**src/rtl/vdp_pkg.sv**
```systemverilog
// Shared types and constants for the TMS9918A-style VDP host-side access master.
package vdp_pkg;

  localparam int unsigned CNT_W  = 4;
  localparam int unsigned DATA_W = 8;

  localparam logic MODE_DATA = 1'b0;
  localparam logic MODE_REG  = 1'b1;

  typedef enum logic [2:0] {
    ST_IDLE,
    ST_SETUP,
    ST_STROBE,
    ST_HOLD,
    ST_RECOVER
  } state_e;

  // Access captured at accept time and held for the whole bus cycle.
  typedef struct packed {
    logic              write;
    logic              mode;
    logic [DATA_W-1:0] data;
  } req_t;

endpackage

```
**src/rtl/sync_2ff.sv**
```systemverilog
// Two-flop synchronizer for a single asynchronous level; reset value is a parameter.
module sync_2ff #(
  parameter logic RESET_VAL = 1'b1
) (
  input  logic clk_i,
  input  logic reset_i,
  input  logic d_i,
  output logic q_o
);

  logic s1_q, s1_d;
  logic s2_q, s2_d;

  always_comb begin
    s1_d = d_i;
    s2_d = s1_q;
  end

  always_ff @(posedge clk_i) begin
    if (reset_i) begin
      s1_q <= RESET_VAL;
      s2_q <= RESET_VAL;
    end else begin
      s1_q <= s1_d;
      s2_q <= s2_d;
    end
  end

  assign q_o = s2_q;

endmodule

```
**src/rtl/vdp_host_master.sv**
```systemverilog
// Host-side bus master driving the VDP csw_n/csr_n/mode/cd pins with fixed strobe and recovery timing.
module vdp_host_master
  import vdp_pkg::*;
#(
  parameter int unsigned STROBE_CYCLES   = 4,
  parameter int unsigned RECOVERY_CYCLES = 8
) (
  input  logic              clk_logic_i,
  input  logic              reset_i,
  input  logic              req_valid_i,
  output logic              req_ready_o,
  input  logic              req_write_i,
  input  logic              req_mode_i,
  input  logic [DATA_W-1:0] req_data_i,
  output logic              rsp_valid_o,
  output logic [DATA_W-1:0] rsp_data_o,
  output logic              mode_o,
  output logic              csw_n_o,
  output logic              csr_n_o,
  output logic [DATA_W-1:0] cd_o,
  output logic              cd_oe_o,
  input  logic [DATA_W-1:0] cd_i,
  input  logic              int_n_i,
  output logic              irq_o,
  output logic              irq_rise_o,
  output logic              busy_o
);

  localparam logic [CNT_W-1:0] STROBE_LOAD  = CNT_W'(STROBE_CYCLES - 1);
  localparam logic [CNT_W-1:0] RECOVER_LOAD =
    (RECOVERY_CYCLES == 0) ? '0 : CNT_W'(RECOVERY_CYCLES - 1);

  state_e            state_q, state_d;
  logic [CNT_W-1:0]  cnt_q, cnt_d;
  req_t              req_q, req_d;
  logic              accept;

  logic              ready_q, ready_d;
  logic              busy_q, busy_d;
  logic              csw_n_q, csw_n_d;
  logic              csr_n_q, csr_n_d;
  logic              cd_oe_q, cd_oe_d;
  logic              rsp_valid_q, rsp_valid_d;
  logic [DATA_W-1:0] rsp_data_q, rsp_data_d;
  logic              irq_prev_q, irq_prev_d;
  logic              int_n_sync;

  assign accept = (state_q == ST_IDLE) && ready_q && req_valid_i;

  // State, shared down-counter and request latch.
  always_ff @(posedge clk_logic_i) begin
    if (reset_i) begin
      state_q <= ST_IDLE;
      cnt_q   <= '0;
      req_q   <= '0;
    end else begin
      state_q <= state_d;
      cnt_q   <= cnt_d;
      req_q   <= req_d;
    end
  end

  // Next state; the counter is loaded on entry to STROBE/RECOVER and stops at zero.
  always_comb begin
    state_d = state_q;
    cnt_d   = cnt_q;
    req_d   = req_q;
    unique case (state_q)
      ST_IDLE: begin
        if (accept) begin
          state_d     = ST_SETUP;
          req_d.write = req_write_i;
          req_d.mode  = req_mode_i;
          req_d.data  = req_data_i;
        end
      end
      ST_SETUP: begin
        state_d = ST_STROBE;
        cnt_d   = STROBE_LOAD;
      end
      ST_STROBE: begin
        if (cnt_q == '0) state_d = ST_HOLD;
        else             cnt_d   = cnt_q - CNT_W'(1);
      end
      ST_HOLD: begin
        if (RECOVERY_CYCLES == 0) begin
          state_d = ST_IDLE;
        end else begin
          state_d = ST_RECOVER;
          cnt_d   = RECOVER_LOAD;
        end
      end
      ST_RECOVER: begin
        if (cnt_q == '0) state_d = ST_IDLE;
        else             cnt_d   = cnt_q - CNT_W'(1);
      end
      default: state_d = ST_IDLE;
    endcase
  end

  // Output decode from the upcoming state so every pin comes straight off a flop.
  always_comb begin
    ready_d     = 1'b0;
    busy_d      = 1'b1;
    csw_n_d     = 1'b1;
    csr_n_d     = 1'b1;
    cd_oe_d     = 1'b0;
    rsp_valid_d = 1'b0;
    rsp_data_d  = rsp_data_q;
    irq_prev_d  = irq_o;
    unique case (state_d)
      ST_IDLE: begin
        ready_d = 1'b1;
        busy_d  = 1'b0;
      end
      ST_SETUP: cd_oe_d = req_d.write;
      ST_STROBE: begin
        cd_oe_d = req_d.write;
        csw_n_d = ~req_d.write;
        csr_n_d = req_d.write;
      end
      ST_HOLD: begin
        cd_oe_d     = req_d.write;
        rsp_valid_d = 1'b1;
      end
      ST_RECOVER: cd_oe_d = 1'b0;
      default: busy_d = 1'b0;
    endcase
    if ((state_q == ST_STROBE) && (cnt_q == '0) && !req_q.write) begin
      rsp_data_d = cd_i;
    end
  end

  always_ff @(posedge clk_logic_i) begin
    if (reset_i) begin
      ready_q     <= 1'b0;
      busy_q      <= 1'b0;
      csw_n_q     <= 1'b1;
      csr_n_q     <= 1'b1;
      cd_oe_q     <= 1'b0;
      rsp_valid_q <= 1'b0;
      rsp_data_q  <= '0;
      irq_prev_q  <= 1'b0;
    end else begin
      ready_q     <= ready_d;
      busy_q      <= busy_d;
      csw_n_q     <= csw_n_d;
      csr_n_q     <= csr_n_d;
      cd_oe_q     <= cd_oe_d;
      rsp_valid_q <= rsp_valid_d;
      rsp_data_q  <= rsp_data_d;
      irq_prev_q  <= irq_prev_d;
    end
  end

  sync_2ff #(
    .RESET_VAL (1'b1)
  ) u_int_sync (
    .clk_i   (clk_logic_i),
    .reset_i (reset_i),
    .d_i     (int_n_i),
    .q_o     (int_n_sync)
  );

  assign req_ready_o = ready_q;
  assign busy_o      = busy_q;
  assign csw_n_o     = csw_n_q;
  assign csr_n_o     = csr_n_q;
  assign cd_oe_o     = cd_oe_q;
  assign rsp_valid_o = rsp_valid_q;
  assign rsp_data_o  = rsp_data_q;
  assign mode_o      = req_q.mode;
  assign cd_o        = req_q.data;
  assign irq_o       = ~int_n_sync;
  assign irq_rise_o  = irq_o & ~irq_prev_q;

endmodule

```
**config.mk**
```make
export PLATFORM = sky130hd
export DESIGN_NAME = vdp_host_master
export DESIGN_NICKNAME = d
export VERILOG_FILES = /design/src/rtl/vdp_pkg.sv /design/src/rtl/sync_2ff.sv /design/src/rtl/vdp_host_master.sv
export SDC_FILE = /design/constraint.sdc
export NUM_CORES = 1
export LEC_CHECK = 0
export ABC_CLOCK_PERIOD_IN_PS = 2500
export CORE_MARGIN = 2
export CORE_UTILIZATION = 25
export DETAILED_ROUTE_END_ITERATION = 8
export GPL_ROUTABILITY_DRIVEN = 0
export GPL_TIMING_DRIVEN = 0
export PLACE_DENSITY_LB_ADDON = 0.12
export REMOVE_ABC_BUFFERS = 1
export SLEW_MARGIN = 20
export SYNTH_ARGS = -nofsm -noshare
export SYNTH_HDL_FRONTEND = slang
export SYNTH_SLANG_ARGS = --single-unit
```
**constraint.sdc**
```tcl
create_clock -name clk_logic_i -period 2.5 [get_ports clk_logic_i]
set_input_delay 0.5 -clock clk_logic_i [delete_from_list [all_inputs] [get_ports clk_logic_i]]
set_output_delay 0.5 -clock clk_logic_i [all_outputs]
set_load 0.005 [all_outputs]
```
Yosys cells after proc, flatten, opt, wreduce, memory -nomap -nowiden
Cells that the tools add are included.
- add/sub/neg operators: 1
- equal/unequal tests: 9
- muxes and demuxes: 11
- bitwise logic cells: 6
- reduce and logical (&&, ||, !) cells: 16
- operators by type and width (operator ; number):
    2-to-1 mux 10 bit ; 2
    one-hot mux 3 bit (5 select lines) ; 1
    == test 3 x 2 -> 1 bit (second input constant) ; 4
    one-hot mux 4 bit (3 select lines) ; 1
    2-to-1 mux 3 bit ; 3
    == test 3 x 1 -> 1 bit (second input constant) ; 2
    == test 3 bit (second input constant) ; 2
    logical NOT 3 bit ; 2
    OR reduction 2 bit ; 3
    inverter 1 bit ; 5
    logical AND 1 bit ; 4
    logical NOT 4 bit ; 1
    2-to-1 mux 4 bit ; 1
    AND reduction 2 bit ; 2
    OR reduction 4 bit ; 1
    subtractor 4 x 1 -> 4 bit (second input constant) ; 1
    2-to-1 mux 1 bit ; 3
    nonzero test 3 bit ; 1
    OR reduction 3 bit ; 1
    != test 2 bit (second input constant) ; 1
    bitwise AND 1 bit ; 1
    logical NOT 1 bit ; 1
- flip-flop bits (word level): 34
- input port bits: 22

Depth between registers and ports, before layout
Gate-level depths: netlist of run 1.
- word-level depth: 9
- depth in mapped cells: 7

By module
From an unflattened synthesis of run 1, not the netlist that was laid out.
- cells, all modules: 147
- area, all modules: 1405.1 um^2
- by module, submodules not included (module ; instances ; cells each ; area an instance (um^2) ; seq. area each (um^2)):
    vdp_host_master ; 1 ; 143 ; 1352.5 ; 640.6
    sync_2ff ; 1 ; 4 ; 52.6 ; 40.0

Worst setup path after synthesis of run 1
Ideal clock, no wire load.
- path type: register to register
- start: register cnt_q[0]
- end: register rsp_data_q[0] (netlist: rsp_data_o[0])
- setup time: 0.128 ns
- arrival time: 1.842 ns
- data required time: 2.372 ns
- slack: 0.531 ns
- cell stages (with the launch flop): 8
- buffers on the path: 1
- path through: dfxtp_1 -> inv_1 -> ha_1 -> or3b_1 -> buf_6 -> nor4_4 -> mux2i_1 -> nor2_1
- longest elaborated chain between the ends: 3
- ends and longest elaborated chain (item ; line ; text):
    from (decl) ; vdp_host_master.sv:34 ; logic [CNT_W-1:0] cnt_q, cnt_d;
    from (signal assigned) ; vdp_host_master.sv:58 ; cnt_q <= cnt_d;
    logical NOT 4 bit ; vdp_host_master.sv:129 ; if ((state_q == ST_STROBE) && (cnt_q == '0) && !req_q.write) begin
    logical AND 1 bit (2 in series) ; vdp_host_master.sv:129 ;
    to (signal assigned) ; vdp_host_master.sv:151 ; rsp_data_q <= rsp_data_d;
    to (decl) ; vdp_host_master.sv:44 ; logic [DATA_W-1:0] rsp_data_q, rsp_data_d;
Every way passes these cells.
A chain may end at the register's enable or synchronous reset.

Worst setup path in the final report of run 1
- start: register cnt_q[0]
- end: register rsp_data_q[6] (netlist: rsp_data_o[6])
Same word-level chain as after synthesis.

==> reports/metrics.csv, run 1 <==
metric,value,unit
place_inst,251,
min_from,u_int_sync.s1_q$_SDFF_PP1_,
postLayoutCellArea,2008,sq um
core.rowCount,27,
ant_nets,0,
reg2reg_depth,6,
holdPathEnd,u_int_sync.q_o$_SDFF_PP1_,
cp_slowest_cell,nor4_4,
insertion_delay,0.28,ns
cp-end-kind,flop,
critPathMaxStageDelay,0.66,ns
synth_area,1405,sq um
synth_compound_area_frac,0.08638,
cp_top_family,simple AND/OR/NAND/NOR gates,
worstPathArrival,2.41,ns
setup_viol,0,
rsz0062_at_grt,no,
synth-seq-cells,34,
clkSinkCount,34,
tightest_slew,0.7118,ns
drive_above_1_share,0.09091,
grt_overflow_total,0,
grt_max_degree,32,
cp.required,2.66,ns
start_util,0.2567,
r2r_slack,0.25,ns
synth_edf_count,0,
slew-limit-headroom,0.5219,
cts_tree,built,
drtIter0Drc,53,
post_cts.repair.setup_buffers,0,
hold_violations,0,
finalCritPeriodShare,0.9006,
fin_skew,0.004833,ns
yosys.area_share.simple,0.1897,
period_needed,2.252,ns
hold_path_class,flop to flop,
cts_hold_buf,0,
synth_xor_area_frac,0.01247,
status,completed,
port_buffers,46,
peakVddDrop,0.3113,mV
die_w,78.97,um
r2r_start,cnt_q[0]$_SDFFE_PP0P_,
antennaDiodeCount,0,
cts_buffer_depth,2,
yosys_warnings,0,
core_area,5473,sq um
track_usage,0.1035,
rr_endpoint,rsp_data_o[6]$_SDFFE_PP0P_,
place_area,1876,sq um
synth.avg_cell_area,9.558,sq um
cp_max_fo,8,
grt_pass1_vias,1109,
dp_hpwl,2.168,mm
start_kind,flop,
dieHeight,78.97,um
maxCapViolations,0,
multi_input_area,616.8,sq um
crit_buf_inv,1,
path_clk_slew,0.07,ns
crit_chain,"inv_1, ha_1, or3b_1, nor4_4, mux2i_1, nor2_1",
antenna_found_initial,0,
vias,1097,
finalNetCount,210,
viasPerCell,4.236,
firstDrtPassIters,3,
p_leak,0.7377,nW
synth_flop_cell,dfxtp_1,
register_area,680.7,sq um
power_per_cell_area,805.1,nW/um^2
syn_to_final_growth,42.92,%
hold_depth,1,
synth_top_family_by_area,simple AND/OR/NAND/NOR gates,
grt_pass1_wl,5.009,mm
wirelength,2.986,mm
synthCells,147,
p_total,1.617,mW
final_cells,259,
drc,0,
muxShareOfSynthArea,0.1282,
cts_resized,0,
synth_cell_types,30,
synthArstFlopShare,0,
slew_viol_final,0,
io-pin-count,47,
cts.htree.levels,2,
cts_buffers,5,
dieArea,6236,sq um
utilization,0.3669,
fillCellCount,592,
whs,0.4129,ns
cts-root-buf,clkbuf_8,
seq_area_frac_synth,0.4844,
max_freq,444.1,MHz
wl_per_cell,11.53,um
synth-adder-area-share,0.01781,
crit_type,flop to flop,
[cells by family after synthesis]
family,Yosys count
xor+xnor,2
compound gates,18
simple gates,53
flops,34
mux,18
buf+inv,20
fa+ha+maj,2
[worst max-delay path by stage]
stage	from	end	slack (ns)	depth (start not counted)
after floorplan	req_valid_i	cd_oe_o$_SDFF_PP0_	-0.08	4
after global placement	req_valid_i	cd_oe_o$_SDFF_PP0_	-1.36	5
after detailed placement	reset_i	csr_n_o$_SDFF_PP1_	-0.20	4
after CTS	reset_i	csr_n_o$_SDFF_PP1_	0.10	4
after global routing	cnt_q[0]$_SDFFE_PP0P_	rsp_data_o[6]$_SDFFE_PP0P_	0.10	6
final	cnt_q[0]$_SDFFE_PP0P_	rsp_data_o[6]$_SDFFE_PP0P_	0.25	6
[where the power goes]
group	total, mW	internal [mW]	switching [mW]
Clock	0.607	0.399	0.207
Sequential	0.642	0.595	0.0465
Combinational	0.368	0.202	0.166
Total	1.62	1.20	0.420
[cells in the mapped netlist, types with 2 or more instances]
master | number | area, sq um
dfxtp_1 | 34 | 680.7
nor2_1 | 26 | 97.59
mux2i_1 | 18 | 180.2
buf_4 | 8 | 60.06
a21oi_1 | 6 | 30.03
clkbuf_1 | 6 | 22.52
nand2_1 | 6 | 22.52
nand2b_1 | 5 | 31.28
inv_1 | 4 | 15.01
a211oi_1 | 3 | 22.52
a311oi_1 | 3 | 26.28
nor3_1 | 3 | 15.01
or2_2 | 3 | 18.77
ha_1 | 2 | 25.02
nor2b_1 | 2 | 12.51
o21ai_0 | 2 | 10.01
or3_1 | 2 | 12.51
xnor2_1 | 2 | 17.52
[flip-flops by register name (all words and copies together), names as in the netlist]
name,cells
busy_o,1
cd_o,8
cd_oe_o,1
cnt_q,4
csr_n_o,1
csw_n_o,1
irq_prev_q,1
mode_o,1
req_q,1
req_ready_o,1
rsp_data_o,8
rsp_valid_o,1
state_q,3
u_int_sync.q_o,1
u_int_sync.s1_q,1
[cell usage in the layout, fill, tap and decap left out, types with 3 or more instances in the layout]
cell / instances
or2_2: 3
a211oi_1: 3
mux2i_1: 18
nor3_1: 3
a21oi_1: 6
clkbuf_8: 5
nor2_1: 26
clkdlybuf4s50_1: 45
inv_1: 4
nand2b_1: 5
a311oi_1: 3
nand2_1: 6
dfxtp_1: 34
[layer usage]
metal | routed length [um] | up-vias | track usage | share of wire
li1 | - | 561 | - | -
met1 | 1304 | 497 | 0.1242 | 0.44
met2 | 1376 | 32 | 0.1534 | 0.46
met3 | 242 | 7 | 0.05000 | 0.081
met4 | 62 | 0 | 0.05172 | 0.021
met5 | 0 | - | 0 | 0
[through the flow]
| stage | TNS (ns) | setup slack, ns |
|---|---|---|
| after global routing | 0 | 0.1006 |
| final | 0 | 0.2485 |
| after floorplan | -0.1189 | -0.07627 |
| after global placement | -16.05 | -1.360 |
| after detailed placement | -0.4016 | -0.2022 |
| after CTS | 0 | 0.1021 |
[area by class of cell]
class / instances / area share
flip-flops and latches: 34 / 0.3389
multi-input cells: 93 / 0.3072
repair buffers: 48 / 0.2330
well taps: 72 / 0.04486
clock buffers: 5 / 0.03427
clock inverters: 3 / 0.03427
inverters: 4 / 0.007477
(Power assumes the default switching activity.)
==> run 2: changes to the inputs <==
--- a/config.mk
+++ b/config.mk
@@ -7,3 +7,3 @@
 export LEC_CHECK = 0
-export ABC_CLOCK_PERIOD_IN_PS = 2500
+export ABC_CLOCK_PERIOD_IN_PS = 2800
 export CORE_MARGIN = 2
@@ -11,3 +11,2 @@
 export DETAILED_ROUTE_END_ITERATION = 8
-export GPL_ROUTABILITY_DRIVEN = 0
 export GPL_TIMING_DRIVEN = 0
==> constraint.sdc (replaced) <==
create_clock -name clk_logic_i -period 2.8 [get_ports clk_logic_i]
set_input_delay 0.42 -clock clk_logic_i [delete_from_list [all_inputs] [get_ports clk_logic_i]]
set_output_delay 0.42 -clock clk_logic_i [all_outputs]
set_load 0.005 [all_outputs]
==> results of run 2 <==
Same layout as run 1 (identical final DEF). Status: completed.
Main changes from that run: setup slack after placement -0.2022 ns -> 0.1778 ns; setup slack after layout 0.2485 ns -> 0.5485 ns; register-to-register setup slack 0.25 ns -> 0.55 ns; total power 1.617 mW -> 1.444 mW; worst IR drop on VDD 0.3113 mV -> 0.2780 mV
==> run 3: changes to the inputs <==
ABC_CLOCK_PERIOD_IN_PS = 2350   (was 2800)
clock period = 2.35 ns   (was 2.8 ns; I/O delays follow)
==> run 3 against run 2 <==
Net effect:
- total power is 19% higher
- non-clock buffer count is the same
- utilization is the same
- wire length is the same
- worst setup slack got worse by 0.38 ns
- critical endpoint unchanged
- via count unchanged
- worst hold slack unchanged
- combinational power rose by 19%
- clock skew unchanged
- sequential power up 19%
- final cell count unchanged
==> reports/metrics.csv, run 3 (synthesis results as in run 1) <==
metric,value,unit,change
start_kind,flop,,unchanged
r2r_start,cnt_q[0]$_SDFFE_PP0P_,,unchanged
final_cell_mix,"clkdlybuf4s50_1 (45), dfxtp_1 (34), nor2_1 (26)",,unchanged
p_int,1.273,mW,was 1.068 mW
crit_type,flop to flop,,unchanged
clkSinkCount,34,,unchanged
p_leak,0.7369,nW,was 0.7377 nW
final_common_cell,clkdlybuf4s50_1,,unchanged
maxCapViolations,0,,unchanged
drtIter0Drc,57,,was 53
core_area,5473,sq um,unchanged
setup_viol,0,,unchanged
cts_buffer_depth,2,,unchanged
switchingPower,0.4471,mW,was 0.3753 mW
cts-root-buf,clkbuf_8,,unchanged
track_usage,0.1035,,unchanged
fin_skew,0.004833,ns,unchanged
hold_violations,0,,unchanged
grt_overflow_total,0,,unchanged
rsz0062_at_grt,no,,unchanged
grt_max_degree,32,,unchanged
syn_to_final_growth,42.92,%,unchanged
insertion_delay,0.28,ns,about the same
dp_hpwl,2.168,mm,unchanged
cts_resized,0,,unchanged
drc,0,,unchanged
grt_pass1_vias,1109,,unchanged
grt_pass1_wl,5.009,mm,unchanged
hold_path_class,flop to flop,,unchanged
port_buffers,46,,unchanged
p_seq_frac,0.397,,about the same
cp.required,2.51,ns,was 2.96 ns
cts_tree,built,,unchanged
slew_viol_final,0,,unchanged
status,completed,,unchanged
sw_frac_of_total,0.2599,,was 0.2600
cts.htree.levels,2,,unchanged
wl_per_cell,11.53,um,unchanged
dieArea,6236,sq um,unchanged
place_area,1876,sq um,unchanged
viasPerCell,4.236,,unchanged
die_w,78.97,um,unchanged
io-pin-count,47,,unchanged
final.setup.tns,0,ns,unchanged
ant_nets,0,,unchanged
worstPathArrival,2.34,ns,was 2.41 ns
postLayoutCellArea,2008,sq um,unchanged
max_freq,459.4,MHz,was 444.1 MHz
min_from,u_int_sync.s1_q$_SDFF_PP1_,,unchanged
critPathLaunch,cnt_q[0]$_SDFFE_PP0P_,,unchanged
power_per_cell_area,856.6,nW/um^2,was 718.8 nW/um^2
cts_hold_buf,0,,unchanged
crit_path_end,rsp_data_o[6]$_SDFFE_PP0P_,,unchanged
fin_ws,0.1731,ns,was 0.5485 ns
combPwrFrac,0.228,,about the same
finalCritPeriodShare,0.9263,,was 0.8041
firstDrtPassIters,3,,unchanged
r2r_slack,0.17,ns,was 0.55 ns
rr_endpoint,rsp_data_o[6]$_SDFFE_PP0P_,,unchanged
drive_above_1_share,0.09091,,unchanged
vias,1097,,unchanged
period_needed,2.177,ns,was 2.252 ns
clkPwrFrac,0.375,,about the same
core.rowCount,27,,unchanged
path_clk_slew,0.07,ns,about the same
cts_buffers,5,,unchanged
gp_congestion,0.7775,,unchanged
reg2reg_depth,6,,unchanged
peakVddDrop,0.3312,mV,was 0.2780 mV
dieHeight,78.97,um,unchanged
start_util,0.2567,,unchanged
wirelength,2.986,mm,unchanged
dp_slack,-0.2047,ns,was 0.1778 ns
cp-end-kind,flop,,unchanged
tightest_slew,0.7112,ns,was 0.7118 ns
post_cts.repair.setup_buffers,0,,unchanged
antennaDiodeCount,0,,unchanged
cp_max_fo,8,,unchanged
slew-limit-headroom,0.5223,,was 0.5219
finalNetCount,210,,unchanged
antenna_found_initial,0,,unchanged
## run 3: cell counts in the layout (fill, tap and decap cells not counted)
Identical to the previous run, type by type.
## run 3: per-layer routing
metal	global-route usage	part of all wire
met5	0	0
met4	0.05172	0.021
met3	0.05000	0.081
met2	0.1534	0.46
met1	0.1242	0.44
## run 3: final cells by class
type	instances	area [sq um]
multi-input cells	93	616.8
fillers	592	3465
flip-flops and latches	34	680.7
clock buffers	5	68.82
well taps	72	90.09
clock inverters	3	68.82
inverters	4	15.01
repair buffers	48	467.9
## run 3: worst max-delay path, cell delays in order, from the launching register on
cell	delay (ns)
dfxtp_1	0.34
inv_1	0.09
ha_1	0.19
or3b_1	0.51
nor4_4	0.59
mux2i_1	0.27
nor2_1	0.05
## run 3: power groups by stage
stage | clock [mW] | combinational [mW] | sequential (mW)
4_1_cts | 0.669 | 0.399 | 0.683
2_1_floorplan | 0 | 0.229 | 0.689
3_3_place_gp | 0 | 0.389 | 0.693
3_5_place_dp | 0 | 0.397 | 0.695
5_1_grt | 0.707 | 0.436 | 0.693
6_report | 0.645 | 0.392 | 0.683
## run 3: through the flow
step	hold WS, ns	instances	power (mW)	utilization
2_1_floorplan	0.3895	131	0.9180	-
3_3_place_gp	0.3936	249	1.082	0.3393
3_5_place_dp	0.3983	251	1.093	0.3427
4_1_cts	0.4165	259	1.752	0.3679
5_1_grt	0.4431	259	1.835	0.3669
6_report	0.4129	259	1.720	0.3669
## run 3: how the worst min path moves through the flow
stage                                 to  cells past startpoint  slack (ns)
3_5_place_dp   u_int_sync.q_o$_SDFF_PP1_                      1        0.40
6_report       u_int_sync.q_o$_SDFF_PP1_                      1        0.41
3_3_place_gp   u_int_sync.q_o$_SDFF_PP1_                      1        0.39
4_1_cts        u_int_sync.q_o$_SDFF_PP1_                      1        0.42
5_1_grt        u_int_sync.q_o$_SDFF_PP1_                      1        0.44
2_1_floorplan  u_int_sync.q_o$_SDFF_PP1_                      1        0.39
